**config.mk**
```make
export PLATFORM = sky130hd
export DESIGN_NAME = ps2_kbd_driver_flat
export DESIGN_NICKNAME = d
export VERILOG_FILES = /design/src/rtl/ps2_kbd_if.sv /design/src/rtl/ps2_kbd_driver.sv /design/src/flat_wrapper.sv
export SDC_FILE = /design/constraint.sdc
export NUM_CORES = 1
export LEC_CHECK = 0
export ABC_AREA = 1
export BUFFER_PORTS_ARGS = -buffer_cell sky130_fd_sc_hd__buf_2
export CAP_MARGIN = 10
export CORE_ASPECT_RATIO = 1.5
export CORE_MARGIN = 3
export CORE_UTILIZATION = 50
export DETAILED_ROUTE_END_ITERATION = 6
export GPL_ROUTABILITY_DRIVEN = 0
export GPL_TIMING_DRIVEN = 0
export PLACE_DENSITY = 0.72
export SETUP_SLACK_MARGIN = 0.4
export SKIP_LAST_GASP = 1
export SLEW_MARGIN = 20
export SYNTH_ARGS = -nofsm -noshare
export SYNTH_HDL_FRONTEND = slang
export SYNTH_SLANG_ARGS = --single-unit
```
**constraint.sdc**
```tcl
create_clock -name clk -period 2.5 [get_ports clk]
set_input_delay 0.5 -clock clk [delete_from_list [all_inputs] [get_ports clk]]
set_output_delay 0.5 -clock clk [all_outputs]
set_load 0.02 [all_outputs]
```
**src/rtl/ps2_kbd_if.sv**
```systemverilog
// ps2_kbd_if: CPU peripheral bus strobe interface shared by the bus devices.
// The CPU side (master) drives read/write/in_bus; the device (slave) returns out_bus.
interface ps2_kbd_if;
   logic        read;
   logic        write;
   logic [15:0] in_bus;
   logic [15:0] out_bus;

   modport master (
      output read,
      output write,
      output in_bus,
      input  out_bus
   );

   modport slave (
      input  read,
      input  write,
      input  in_bus,
      output out_bus
   );
endinterface

```
**src/rtl/ps2_kbd_driver.sv**
```systemverilog
// ps2_kbd_driver: PS/2 keyboard receiver with a scan-code FIFO on the CPU bus.
// Frames (start, 8 data LSB first, odd parity, stop) are sampled on synced
// ps2_clk falling edges; complete bytes are pushed into a FIFO that the CPU
// pops with single-cycle read strobes. A write strobe clears the sticky flags
// (in_bus[0]) or flushes the FIFO (in_bus[1]).
// Optional build macro: PS2_PARITY_CHECK_EN -- when defined, frames with bad
// odd parity are dropped and flag parity_err; when undefined, the parity bit
// is not checked and parity_err reads as 0.
module ps2_kbd_driver #(
   parameter int FIFO_DEPTH     = 16,
   parameter int TIMEOUT_CYCLES = 50000
) (
   input  logic     clk,
   input  logic     rst,
   ps2_kbd_if.slave bus,
   input  logic     ps2_clk,
   input  logic     ps2_data
);

   localparam int AW = $clog2(FIFO_DEPTH);
   localparam int CW = AW + 1;
   localparam int TW = $clog2(TIMEOUT_CYCLES + 1);

   localparam logic [AW-1:0] PTR_ONE  = AW'(1);
   localparam logic [CW-1:0] CNT_FULL = CW'(FIFO_DEPTH);
   localparam logic [TW-1:0] TMO_LAST = TW'(TIMEOUT_CYCLES - 1);

   typedef enum logic [1:0] {
      ST_IDLE   = 2'd0,
      ST_DATA   = 2'd1,
      ST_PARITY = 2'd2,
      ST_STOP   = 2'd3
   } state_t;

`ifdef PS2_PARITY_CHECK_EN
   // Odd parity holds when data plus parity bit contain an odd number of ones.
   function automatic logic odd_parity_ok(input logic [7:0] data, input logic par);
      return ^{data, par};
   endfunction
`endif

   // ---------------- input synchronizers ----------------
   logic clk_s1_r, clk_s2_r, clk_prev_r;
   logic data_s1_r, data_s2_r;
   logic fall_s;

   // Two-flop synchronizers for both PS/2 lines plus one delay for edge detect.
   always_ff @(posedge clk or posedge rst) begin
      if (rst) begin
         clk_s1_r   <= 1'b1;
         clk_s2_r   <= 1'b1;
         clk_prev_r <= 1'b1;
         data_s1_r  <= 1'b1;
         data_s2_r  <= 1'b1;
      end else begin
         clk_s1_r   <= ps2_clk;
         clk_s2_r   <= clk_s1_r;
         clk_prev_r <= clk_s2_r;
         data_s1_r  <= ps2_data;
         data_s2_r  <= data_s1_r;
      end
   end

   assign fall_s = clk_prev_r & ~clk_s2_r;

   // ---------------- receive FSM ----------------
   state_t        state_r;
   logic [2:0]    bit_cnt_r;
   logic [7:0]    shift_r;
   logic [TW-1:0] tmo_cnt_r;
   logic          push_req_r;
   logic [7:0]    push_byte_r;
`ifdef PS2_PARITY_CHECK_EN
   logic          parity_bit_r;
   logic          perr_req_r;
`endif

   // Frame receiver: shifts bits on each falling edge, abandons stalled frames.
   always_ff @(posedge clk or posedge rst) begin
      if (rst) begin
         state_r      <= ST_IDLE;
         bit_cnt_r    <= 3'd0;
         shift_r      <= 8'h00;
         tmo_cnt_r    <= '0;
         push_req_r   <= 1'b0;
         push_byte_r  <= 8'h00;
`ifdef PS2_PARITY_CHECK_EN
         parity_bit_r <= 1'b0;
         perr_req_r   <= 1'b0;
`endif
      end else begin
         push_req_r <= 1'b0;
`ifdef PS2_PARITY_CHECK_EN
         perr_req_r <= 1'b0;
`endif
         if (state_r == ST_IDLE) begin
            tmo_cnt_r <= '0;
            bit_cnt_r <= 3'd0;
            // A high data bit on an edge in IDLE is not a start bit.
            if (fall_s && !data_s2_r) begin
               state_r <= ST_DATA;
               shift_r <= 8'h00;
            end else begin
               state_r <= ST_IDLE;
            end
         end else if (!fall_s) begin
            // No edge this cycle: count toward abandoning the frame silently.
            if (tmo_cnt_r == TMO_LAST) begin
               state_r   <= ST_IDLE;
               tmo_cnt_r <= '0;
               bit_cnt_r <= 3'd0;
               shift_r   <= 8'h00;
            end else begin
               tmo_cnt_r <= tmo_cnt_r + TW'(1);
            end
         end else begin
            tmo_cnt_r <= '0;
            case (state_r)
               ST_DATA: begin
                  shift_r <= {data_s2_r, shift_r[7:1]};
                  if (bit_cnt_r == 3'd7) begin
                     bit_cnt_r <= 3'd0;
                     state_r   <= ST_PARITY;
                  end else begin
                     bit_cnt_r <= bit_cnt_r + 3'd1;
                  end
               end
               ST_PARITY: begin
`ifdef PS2_PARITY_CHECK_EN
                  parity_bit_r <= data_s2_r;
`endif
                  state_r <= ST_STOP;
               end
               ST_STOP: begin
`ifdef PS2_PARITY_CHECK_EN
                  if (!odd_parity_ok(shift_r, parity_bit_r)) begin
                     perr_req_r <= 1'b1;
                  end else if (data_s2_r) begin
                     push_req_r  <= 1'b1;
                     push_byte_r <= shift_r;
                  end else begin
                     push_req_r <= 1'b0;
                  end
`else
                  if (data_s2_r) begin
                     push_req_r  <= 1'b1;
                     push_byte_r <= shift_r;
                  end else begin
                     push_req_r <= 1'b0;
                  end
`endif
                  state_r <= ST_IDLE;
               end
               default: begin
                  state_r <= ST_IDLE;
               end
            endcase
         end
      end
   end

   // ---------------- FIFO and CPU bus ----------------
   logic [7:0]    mem [FIFO_DEPTH];
   logic [AW-1:0] wr_ptr_r, rd_ptr_r;
   logic [CW-1:0] count_r;
   logic          overflow_r;
   logic          parity_err_s;
   logic [15:0]   out_bus_r;

   logic          empty_s, full_s, pop_s, clear_s, flush_s;
   logic          push_ok_s, ovf_set_s;
   logic [CW-1:0] count_next_s;
   logic          unused_in_bus;

   assign unused_in_bus = &{1'b0, bus.in_bus[15:2]};
   assign bus.out_bus   = out_bus_r;

   // Decode this cycle's push/pop/control actions against the current state.
   always_comb begin
      empty_s   = (count_r == {CW{1'b0}});
      full_s    = (count_r == CNT_FULL);
      pop_s     = bus.read & ~empty_s;
      clear_s   = bus.write & bus.in_bus[0];
      flush_s   = bus.write & bus.in_bus[1];
      push_ok_s = 1'b0;
      ovf_set_s = 1'b0;
      // A same-cycle pop frees a slot on a full FIFO, so the push still fits.
      if (push_req_r && !flush_s) begin
         if (full_s && !pop_s) begin
            ovf_set_s = 1'b1;
         end else begin
            push_ok_s = 1'b1;
         end
      end else begin
         push_ok_s = 1'b0;
      end
      count_next_s = count_r + CW'(push_ok_s) - CW'(pop_s);
   end

   // Storage array; pointers and count carry the reset state.
   always_ff @(posedge clk) begin
      if (push_ok_s) begin
         mem[wr_ptr_r] <= push_byte_r;
      end
   end

   // Pointer/count/status update; reads see the state before any write action.
   always_ff @(posedge clk or posedge rst) begin
      if (rst) begin
         wr_ptr_r   <= '0;
         rd_ptr_r   <= '0;
         count_r    <= '0;
         overflow_r <= 1'b0;
         out_bus_r  <= 16'h0000;
      end else begin
         if (bus.read) begin
            out_bus_r <= {~empty_s, overflow_r, parity_err_s, 5'b00000,
                          empty_s ? 8'h00 : mem[rd_ptr_r]};
         end
         if (flush_s) begin
            wr_ptr_r <= '0;
            rd_ptr_r <= '0;
            count_r  <= '0;
         end else begin
            if (pop_s) begin
               rd_ptr_r <= rd_ptr_r + PTR_ONE;
            end
            if (push_ok_s) begin
               wr_ptr_r <= wr_ptr_r + PTR_ONE;
            end
            count_r <= count_next_s;
         end
         if (ovf_set_s) begin
            overflow_r <= 1'b1;
         end else if (clear_s) begin
            overflow_r <= 1'b0;
         end
      end
   end

`ifdef PS2_PARITY_CHECK_EN
   logic parity_err_r;

   // Sticky parity error flag, cleared by a control write.
   always_ff @(posedge clk or posedge rst) begin
      if (rst) begin
         parity_err_r <= 1'b0;
      end else if (perr_req_r) begin
         parity_err_r <= 1'b1;
      end else if (clear_s) begin
         parity_err_r <= 1'b0;
      end
   end

   assign parity_err_s = parity_err_r;
`else
   assign parity_err_s = 1'b0;
`endif

endmodule

```
**src/flat_wrapper.sv**
```systemverilog
// flat-port wrapper written by rule: the top's interface ports become plain ports
module ps2_kbd_driver_flat 
#(
   parameter int FIFO_DEPTH     = 16,
   parameter int TIMEOUT_CYCLES = 50000
)
  (clk, rst, ps2_clk, ps2_data, bus_read, bus_write, bus_in_bus, bus_out_bus);
  ps2_kbd_if bus_i ();
  input  logic clk;
  input  logic rst;
  input  logic ps2_clk;
  input  logic ps2_data;
  input wire logic [$bits(bus_i.read)-1:0] bus_read;
  input wire logic [$bits(bus_i.write)-1:0] bus_write;
  input wire logic [$bits(bus_i.in_bus)-1:0] bus_in_bus;
  output wire logic [$bits(bus_i.out_bus)-1:0] bus_out_bus;
  assign bus_i.read = bus_read;
  assign bus_i.write = bus_write;
  assign bus_i.in_bus = bus_in_bus;
  assign bus_out_bus = bus_i.out_bus;
  ps2_kbd_driver #(.FIFO_DEPTH(FIFO_DEPTH), .TIMEOUT_CYCLES(TIMEOUT_CYCLES)) u_core (.clk(clk), .rst(rst), .bus(bus_i), .ps2_clk(ps2_clk), .ps2_data(ps2_data));
endmodule
```
### Word-level counts from Yosys, hierarchy flattened

Memories as Yosys holds them, arrays and structs flattened.
Index checks and enable logic that the tools add are counted.

| storage, ports and cells | value |
|---|---|
| flip-flop bits (word level) | 67 |
| bits in writable memories | 128 |
| output and inout bits | 16 |
| memories | 1 |

Memories:

| name | depth | width | rd ports | clocked after Yosys merged registers in | write ports | line | text |
|---|---|---|---|---|---|---|---|
| u_core.mem | 16 | 8 | 1 | 0 | 1 | ps2_kbd_driver.sv:163 | `logic [7:0] mem [FIFO_DEPTH];` |

| operators by class | value |
|---|---|
| equality and inequality tests | 9 |
| reductions and logical operators | 16 |
| multiplexer cells | 37 |
| add/subtract/negate cells | 6 |
| bitwise gates (word level) | 7 |

Operators by type and width:

| kind | number |
|---|---|
| 16-bit two-way mux | 3 |
| 8-bit two-way mux | 6 |
| 16-bit by 1-bit adder with 16-bit output (second input constant) | 1 |
| 16-bit == test (second input constant) | 1 |
| 4-bit two-way mux | 4 |
| 3-bit two-way mux | 5 |
| 1-bit two-way mux | 13 |
| 4-bit by 1-bit adder with 4-bit output (second input constant) | 2 |
| 2-bit two-way mux | 4 |
| 2-bit nonzero test | 3 |
| 5-bit by 1-bit adder with 5-bit output | 1 |
| 5-bit == test (second input constant) | 1 |
| 5-bit zero test | 1 |
| 5-bit two-way mux | 1 |
| 5-bit by 1-bit subtractor with 5-bit output | 1 |
| 1-bit bitwise AND | 4 |
| 2-bit == test (second input constant) | 2 |
| 4-bit inequality test (second input constant) | 1 |
| 2-bit one-hot mux with 2 select lines | 1 |
| 2-bit AND reduction | 2 |
| 4-bit AND reduction | 1 |
| 3-bit by 1-bit adder with 3-bit output (second input constant) | 1 |
| 3-bit == test (second input constant) | 1 |
| 1-bit logical AND | 3 |
| 8 further kinds | 12 |

### Longest topological paths before layout

Gate-level depths: netlist of the first run.

| logic depth | value |
|---|---|
| depth in word-level cells | 10 |
| depth in mapped cells | 18 |
| gate-level depth less buffers | 17 |

### Worst setup path after synthesis of the first run

No wires, ideal clock.

| path | value |
|---|---|
| path type | register to register |
| start point | register u_core.count_r[3] |
| end point | register u_core.count_r[4] |
| path slack | 0.011 ns |
| arrival | 2.412 ns |
| required time | 2.422 ns |
| setup time | 0.078 ns |
| clock period less this slack | 2.489 ns |
| stages on the path, launching flop included | 19 |
| cell sequence | dfrtp_1 > inv_1 > ha_1 > nand2_1 > nor2_1 > nand2_1 > nand2_1 > inv_1 > buf_2 > ha_1 > inv_1 > ha_1 > inv_1 > fa_1 > inv_1 > a21oi_1 > o21bai_1 > o21ai_0 > a21oi_1 |

| on the way | value |
|---|---|
| cells in the longest elaborated chain, start to end | 10 |

Ends and longest elaborated chain:

| item | line | text |
|---|---|---|
| from (decl) | ps2_kbd_driver.sv:165 | `logic [CW-1:0] count_r;` |
| from (signal assigned) | ps2_kbd_driver.sv:231 | `count_r <= count_next_s;` |
| 5-bit zero test | ps2_kbd_driver.sv:180 | `empty_s = (count_r == {CW{1'b0}});` |
| 1-bit NOT | ps2_kbd_driver.sv:182 | `pop_s = bus.read & ~empty_s;` |
| 1-bit bitwise AND | ps2_kbd_driver.sv:182 |  |
| 1-bit zero test | ps2_kbd_driver.sv:189 | `if (full_s && !pop_s) begin` |
| 1-bit logical AND | ps2_kbd_driver.sv:189 |  |
| 1-bit two-way mux | ps2_kbd_driver.sv:189 |  |
| 1-bit two-way mux | ps2_kbd_driver.sv:188 | `if (push_req_r && !flush_s) begin` |
| 5-bit by 1-bit adder with 5-bit output | ps2_kbd_driver.sv:197 | `count_next_s = count_r + CW'(push_ok_s) - CW'(pop_s);` |
| 5-bit by 1-bit subtractor with 5-bit output * | ps2_kbd_driver.sv:197 |  |
| 5-bit two-way mux * | ps2_kbd_driver.sv:220 | `if (flush_s) begin` |

Mark *: on every way between the ends. The rest lies on a longest branch, timed or not.
A chain may end at the register's enable or synchronous reset.

### Final worst setup path of the first run

| path | value |
|---|---|
| start point | register u_core.count_r[2] |
| end point | register u_core.count_r[4] |

The elaborated chain is that of the path after synthesis.

==> qor.yml, run 1 <==
timing.final.setup_violations: 2
critical_path_arrival_ns: 2.92
synth_top_cells_by_area: "sky130_fd_sc_hd__edfxtp_1, sky130_fd_sc_hd__dfrtp_1, sky130_fd_sc_hd__nand2_1"
cts_num_sinks: 195
critical_path.max_fanout: 2
port-buffer-count: 17
post-route-min-period_ns: 2.57
cp_cell_sequence: "inv_2 > ha_4 > nand2_4 > nor2_2 > nand2_1 > nand2_2 > inv_2 > buf_6 > ha_4 > inv_2 > ha_4 > inv_2 > fa_2 > inv_2 > a21oi_2 > o21bai_1 > o21ai_1 > a21oi_1"
seq_power_share_pct: 40.5
synthesis.area_per_instance_um2: 9.60
post-route-period-util_pct: 103
final_layout_size_suffix_gt1_share_pct: 15.9
peakVddDrop_v: 0.000540
synthesis.area_um2: 8760
route.antenna.remaining_nets: 0
power_leakage_uw: 0.00451
multi_input_area_um2: 2700
floorplan.die_area_um2: 19200
grt_overflow_total: 0
final.setup_skew_ns: 0.0123
asyncSetResetFlopFracSynth_pct: 34.4
timing.critical_path.from_type: "register"
outcome: "finished, violations left"
clkTransAtPathRegs_ns: 0.07
worst_slack_ns: -0.0672
synth_top_cells_by_count: "sky130_fd_sc_hd__nand2_1, sky130_fd_sc_hd__inv_1, sky130_fd_sc_hd__edfxtp_1"
relative_slew_margins_pct: 48.3
root_buffer: "sky130_fd_sc_hd__clkbuf_16"
ff2ff_setup_slack_ns: -0.07
crit_path_frequent_cell: "sky130_fd_sc_hd__inv_2"
violations: "negative setup slack"
timing.hold.worst.class: "input pin to asynchronous set/reset pin"
setup.worst_path.end_class: "register"
ioPinCount: 38
grt_start_max_net_pins: 26
critical_path_buf_inv_count: 6
timing.critical_path.max_delay_family: "adder cells"
power.density_cell_area_nw_per_um2: 893
worst_reg2reg_endpoint: "u_core.count_r[4]"
yosys_most_used_dff: "sky130_fd_sc_hd__edfxtp_1"
p_total_uw: 9080
clock.fmax_mhz: 390
timing.final.max_slew_violations: 0
drt_first_iter_violations: 456
syn_inst: 913
critPathLaunch: "u_core.count_r[2]"
tritoncts: "yes"
synth_seq_area_share_pct: 63.1
routedWlPerCell_um: 16.5
critical-path-slowest-cell: "sky130_fd_sc_hd__dfrtp_1"
antenna_cells_inserted: 0
cts_max_level: 4
worst_path_largest_cell_delay_ns: 0.40
chipWidth_um: 114
cp_data_required_time_ns: 2.85
hold_violations: 0
critical_path.endpoint: "u_core.count_r[4]"
cell_count_of_the_worst_reg_to_reg_path: 18
clockPowerShare_pct: 28.1
power.net_switching_uw: 3200
max_slew.worst_pin.slew_ns: 0.775
cp_num_cells: 18
first_global_vias: 6229
yosysTopAreaCellShare_pct: 43.9
sequential_cell_area_um2: 5530
max_cap_violations: 0
dp_hpwl_mm: 13.4
comb_power_share_pct: 31.4
relative_area_change_from_synthesis_to_final_layout_pct: 16.0
synth-warning-count: 0
clock_tree.buffer_depth: 2
via_count: 6215
total_cts_buffers: 17
residual_drc: 0
wire_length_of_the_first_global_routing_pass_mm: 31.8
rows: 58
postSynthRegisterBits: 195
global_route.usage.total_pct: 21.8
fin_util_pct: 59.8
switching_share_pct: 35.3
grt_antenna_before_repair: 0
worst_skew_pair.late_latency_ns: 0.44
start_util_pct: 51.6
path_class: "register to register"
yosysUniqueCellTypes: 35
netlist.top_cell.by_area: "sky130_fd_sc_hd__edfxtp_1"
p_int_uw: 5880
finalWirelength_mm: 19.9
synth.most_common_cell: "sky130_fd_sc_hd__nand2_1"
synth_edf_count: 128
nets: 1024
post_cts_hold_buffer_count: 0
height_of_the_chip_um: 168
viasPerCell: 5.15
design.core.area_um2: 17000
rsz0062_at_grt: "true"
filler_cell_count: 1414
r2r-start: "u_core.count_r[2]"
first_pass_iters: 5
## state kept, by name, indices dropped and copies added, names as in the netlist
signal and cells:
u_core.mem 128, u_core.tmo_cnt_r 16, u_core.bus.out_bus 10, u_core.push_byte_r 8, u_core.shift_r 8, u_core.count_r 5
u_core.rd_ptr_r 4, u_core.wr_ptr_r 4, u_core.bit_cnt_r 3, u_core.state_r 2, u_core.clk_prev_r 1, u_core.clk_s1_r 1
u_core.clk_s2_r 1, u_core.data_s1_r 1, u_core.data_s2_r 1, u_core.overflow_r 1, u_core.push_req_r 1
## worst register-to-register path, cell delays in order, from the launching register on
cell and delay [ns]:
sky130_fd_sc_hd__dfrtp_1 0.40, sky130_fd_sc_hd__inv_2 0.08, sky130_fd_sc_hd__ha_4 0.14, sky130_fd_sc_hd__nand2_4 0.06, sky130_fd_sc_hd__nor2_2 0.11, sky130_fd_sc_hd__nand2_1 0.07
sky130_fd_sc_hd__nand2_2 0.10, sky130_fd_sc_hd__inv_2 0.05, sky130_fd_sc_hd__buf_6 0.12, sky130_fd_sc_hd__ha_4 0.20, sky130_fd_sc_hd__inv_2 0.06, sky130_fd_sc_hd__ha_4 0.13
sky130_fd_sc_hd__inv_2 0.03, sky130_fd_sc_hd__fa_2 0.33, sky130_fd_sc_hd__inv_2 0.08, sky130_fd_sc_hd__a21oi_2 0.05, sky130_fd_sc_hd__o21bai_1 0.19, sky130_fd_sc_hd__o21ai_1 0.09
sky130_fd_sc_hd__a21oi_1 0.18
## final cells by class
type | count | area share (%)
clock buffer | 17 | 4.19
sequential | 195 | 54.4
inverter | 143 | 5.32
multi-input combinational | 543 | 26.6
clock inverter | 15 | 1.24
buffer | 37 | 2.02
timing repair buffer | 46 | 3.67
tap | 210 | 2.59
## cells in the final DEF (no fill, tap or decap), drive strengths merged
cell type / synthesis / routed
a21oi: 9 / 9
a31oi: 1 / 1
and3: 1 / 1
buf: 29 / 75
clkbuf: 8 / 25
clkinv: 2 / 9
clkinvlp: 0 / 4
conb: 1 / 6
dfrtp: 62 / 62
dfstp: 5 / 5
edfxtp: 128 / 128
fa: 1 / 1
ha: 18 / 18
inv: 141 / 145
mux2: 1 / 1
nand2: 281 / 281
nand3: 113 / 113
nand4: 9 / 9
nor2: 64 / 64
nor3: 4 / 4
nor3b: 1 / 1
o21a: 1 / 1
o21ai: 24 / 24
o21bai: 3 / 3
xnor2: 2 / 2
xor2: 4 / 4
## logic make-up (layout without fill, tap and decap cells)
family,count (synthesis),in the layout,synth area share [%]
buffers and inverters,180,258,8.40
and+or+nand+nor,473,473,22.6
muxes,1,1,0.129
AOI/OAI and AO/OA,38,38,2.34
adders and majority gates,19,19,2.80
DFF,195,195,63.1
xor gates and xnor gates,6,6,0.600
other,1,6,0.0428
## how the worst min path moves through the flow
stage | from | end | slack [ns] | depth (start not counted)
floorplan | u_core.clk_s1_r | u_core.clk_s2_r | 0.35 | 0
global placement | u_core.data_s1_r | u_core.data_s2_r | 0.35 | 0
detailed placement | u_core.data_s1_r | u_core.data_s2_r | 0.35 | 0
CTS | rst | u_core.tmo_cnt_r[0] | 0.07 | 2
global route | rst | u_core.tmo_cnt_r[0] | 0.10 | 2
finish | rst | u_core.tmo_cnt_r[3] | 0.08 | 2
## per-stage QoR
step | hold slack, ns | instance area [um2] | setup WS (ns) | instances | setup TNS, ns
6_report | 0.0783 | 10200 | -0.0672 | 1206 | -0.0827
5_1_grt | 0.100 | 10200 | -0.195 | 1206 | -0.280
4_1_cts | 0.0708 | 10000 | 0.0716 | 1199 | 0
3_5_place_dp | 0.348 | 9220 | -0.176 | 1147 | -0.176
3_3_place_gp | 0.347 | 9170 | -0.0645 | 1145 | -0.0645
2_1_floorplan | 0.345 | 8820 | 0.126 | 918 | 0
## power groups by stage
stage               clock, uW  sequential, uW  combinational (uW)
CTS                      2580            3670                2680
global route             2730            3690                3170
global placement            0            3730                2420
finish                   2550            3670                2850
detailed placement          0            3730                2490
floorplan                   0            3810                1640
## metal layers
layer	GRT usage, %	part of all wire (%)
met1	23.8	36
met5	0	0
met2	39.5	54
met4	10.9	4.2
met3	4.57	5.1
## timing repair
item,4_1_cts,5_1_grt
setup endpoints to repair,132,135
gates cloned,0,0
pin swaps,7,5
gates resized for setup,33,21
setup buffers,20,7
Power figures use the tool's default switching activity.
==> inputs of run 2 (changes only) <==
- ABC_AREA: 1 -> unset
- PLACE_DENSITY: 0.72 -> 0.73
==> qor.yml, run 2 <==
outcome: "finished, violations left"
violations: "negative setup slack"
hold_violations: 0  # unchanged
tns_ns: -0.172  # -0.0890 ns
synthesis.area_per_instance_um2: 16.2  # +69%
route.antenna.remaining_nets: 0  # unchanged
critical_path.max_fanout: 2  # unchanged
antenna_cells_inserted: 0  # unchanged
height_of_the_chip_um: 162  # -3.4%
cts_max_level: 4  # unchanged
asyncSetResetFlopFracSynth_pct: 34.4  # unchanged
synth.most_common_cell: "sky130_fd_sc_hd__edfxtp_1"
design.core.area_um2: 15800  # -6.7%
first_pass_iters: 4  # -1
wire_length_of_the_first_global_routing_pass_mm: 25.7  # -19%
preCtsSetupSlack_ns: -0.461  # -0.285 ns
largest-register: "u_core.mem"
clock.fmax_mhz: 376  # -3.6%
critical_path_arrival_ns: 2.98  # +0.06 ns
total_cts_buffers: 17  # unchanged
postSynthRegisterBits: 195  # unchanged
yosys_most_used_dff: "sky130_fd_sc_hd__edfxtp_1"
ioPinCount: 38  # unchanged
timing.final.max_slew_violations: 0  # unchanged
clock_tree.buffer_depth: 2  # unchanged
synth_seq_area_share_pct: 67.7  # +4.7 points
netlist.top_cell.by_area: "sky130_fd_sc_hd__edfxtp_1"
via_count: 4457  # -28%
power_leakage_uw: 0.00357  # -21%
timing.hold.worst.class: "input pin to asynchronous set/reset pin"
post_dp_cell_area_um2: 8610  # -6.6%
worst_slack_ns: -0.163  # -0.0959 ns
clkTransAtPathRegs_ns: 0.08  # about the same
layout_common_cells: "sky130_fd_sc_hd__edfxtp_1, sky130_fd_sc_hd__dfrtp_1, sky130_fd_sc_hd__nor2_1, sky130_fd_sc_hd__mux4_2, sky130_fd_sc_hd__buf_2"
post-route-min-period_ns: 2.66  # +0.0959 ns
relative_area_change_from_synthesis_to_final_layout_pct: 15.1
synth_top_cells_by_area: "sky130_fd_sc_hd__edfxtp_1, sky130_fd_sc_hd__dfrtp_1, sky130_fd_sc_hd__mux4_2"
tritoncts: "yes"
largest_reg_flops: 128  # unchanged
cp_data_required_time_ns: 2.82  # -0.03 ns
max_cap_violations: 0  # unchanged
grt_antenna_before_repair: 0  # unchanged
synth_top_cells_by_count: "sky130_fd_sc_hd__edfxtp_1, sky130_fd_sc_hd__dfrtp_1, sky130_fd_sc_hd__nor2_1"
synthesis.area_um2: 8160  # -6.9%
final.setup_skew_ns: 0.00988  # -0.00241 ns
finalWirelength_mm: 16.1  # -19%
routedWlPerCell_um: 20.7  # +25%
drt_first_iter_violations: 177  # -61%
timing.final.setup_violations: 3  # +1
peakVddDrop_v: 0.000425  # -21%
yosysUniqueCellTypes: 57  # +63%
syn_inst: 503  # -45%
relative_slew_margins_pct: 62.3  # +14 points
grt_start_max_net_pins: 35  # +35%
post-route-period-util_pct: 107  # +3.8 points
setup.worst_path.end_class: "register"
power.density_cell_area_nw_per_um2: 826  # -7.6%
rows: 56  # -3.4%
path_class: "register to register"
timing.critical_path.from_type: "register"
chipWidth_um: 110  # -3.3%
rsz0062_at_grt: "true"
worst_skew_pair.late_latency_ns: 0.44  # about the same
timing.hold.ws_ns: 0.0510  # -0.0273 ns
global_route.usage.total_pct: 19.4  # -2.5 points
synth_edf_count: 128  # unchanged
residual_drc: 0  # unchanged
start_util_pct: 51.5  # -0.074 points
r2r-start: "u_core.count_r[3]"
root_buffer: "sky130_fd_sc_hd__clkbuf_16"
post-route-cell-area_um2: 9390  # -7.6%
final_layout_size_suffix_gt1_share_pct: 28.8  # +13 points
synth-warning-count: 0  # unchanged
critPathLaunch: "u_core.count_r[3]"
floorplan.die_area_um2: 17900  # -6.6%
p_total_uw: 7750  # -15%
viasPerCell: 5.75  # +12%
layout_commonest_cell: "sky130_fd_sc_hd__edfxtp_1"
first_global_vias: 4760  # -24%
yosysTopAreaCellShare_pct: 47.1  # +3.2 points
port-buffer-count: 16  # -1
grt_overflow_total: 0  # unchanged
cts_num_sinks: 195  # unchanged
nets: 600  # -41%
dp_hpwl_mm: 10.9  # -19%
max_slew.worst_pin.slew_ns: 0.566  # -0.209 ns
run 2: cell types whose count changed in the layout (fill, tap and decap cells not counted), moves of 9 or more:
cell | previous run | this run
sky130_fd_sc_hd__nor2_1 | 41 | 27
sky130_fd_sc_hd__nor2_4 | 14 | 0
sky130_fd_sc_hd__a22o_1 | 0 | 13
sky130_fd_sc_hd__o21ai_0 | 18 | 5
sky130_fd_sc_hd__nand2_1 | 275 | 15
sky130_fd_sc_hd__mux4_2 | 0 | 27
sky130_fd_sc_hd__buf_2 | 34 | 25
sky130_fd_sc_hd__buf_6 | 13 | 1
sky130_fd_sc_hd__mux2i_1 | 0 | 16
sky130_fd_sc_hd__inv_1 | 132 | 10
sky130_fd_sc_hd__nor3_1 | 3 | 15
sky130_fd_sc_hd__nand3_1 | 110 | 10
run 2: cell families (layout without fill, tap and decap cells):
group,after synthesis,after routing,synth area share [%]
AOI/OAI and AO/OA,48,48,4.56
xor gates and xnor gates,19,19,2.04
adders and majority gates,19,19,3.01
buffers and inverters,43,107,2.64
DFF,195,195,67.7
muxes,55,55,11.6
other,1,6,0.0460
and+or+nand+nor,123,123,8.34
run 2: metal layers:
layer	part of all wire (%)	track usage (%)
met1	37	22.5
met2	56	34.6
met3	3.8	3.45
met4	2.8	8.35
met5	0	0
run 2: final cells by class:
type                    count  area [um2]
well taps                 203         254
multi-input cells         270        2580
inverters                  19        80.1
plain buffers              24         151
clock inverters            15         140
fillers                  1199        6450
repair buffers             32         233
clock buffers              17         425
flip-flops and latches    195        5530
run 2: final timing paths:
kind | end | slack [ns] | cells past startpoint
setup reg to reg | u_core.count_r[4] | -0.16 | 15
hold / removal | u_core.tmo_cnt_r[13] | 0.05 | 2
max in group asynchronous | u_core.push_byte_r[4] | 1.77 | 4
min in group clk | u_core.clk_s1_r | 0.16 | 1
setup / recovery | u_core.count_r[4] | -0.16 | 15
hold reg to reg | u_core.clk_s2_r | 0.36 | 0
run 2: worst max-delay path: stages (launching register included):
cell and delay [ns]:
sky130_fd_sc_hd__dfrtp_1 0.39, sky130_fd_sc_hd__inv_2 0.08, sky130_fd_sc_hd__ha_4 0.13, sky130_fd_sc_hd__or4b_4 0.51, sky130_fd_sc_hd__nand2_8 0.09, sky130_fd_sc_hd__buf_8 0.12, sky130_fd_sc_hd__inv_6 0.03, sky130_fd_sc_hd__ha_4 0.20
sky130_fd_sc_hd__inv_2 0.05, sky130_fd_sc_hd__ha_4 0.12, sky130_fd_sc_hd__inv_2 0.03, sky130_fd_sc_hd__fa_2 0.34, sky130_fd_sc_hd__nor2b_2 0.15, sky130_fd_sc_hd__o21bai_2 0.09, sky130_fd_sc_hd__a21oi_2 0.14, sky130_fd_sc_hd__nor3b_2 0.06
run 2: what timing repair did:
action / in CTS / in global routing
setup endpoints to repair: 133 / 141
hold buffers: 0 / 0
buffers inserted: 9 / 5
pin swaps: 9 / 11
gates resized for setup: 26 / 22
run 2: where the power goes:
group | total, uW | switching (uW) | leakage, uW | internal (uW)
Combinational | 1500 | 800 | 0.00119 | 697
Sequential | 3650 | 114 | 0.00210 | 3540
Clock | 2600 | 1270 | 0.000278 | 1330
run 2: stage by stage:
step,util [%],std cells
after floorplan,-,508
after global placement,54.1,727
after detailed placement,54.4,729
after CTS,58.7,770
after global routing,59.3,775
final,59.3,775
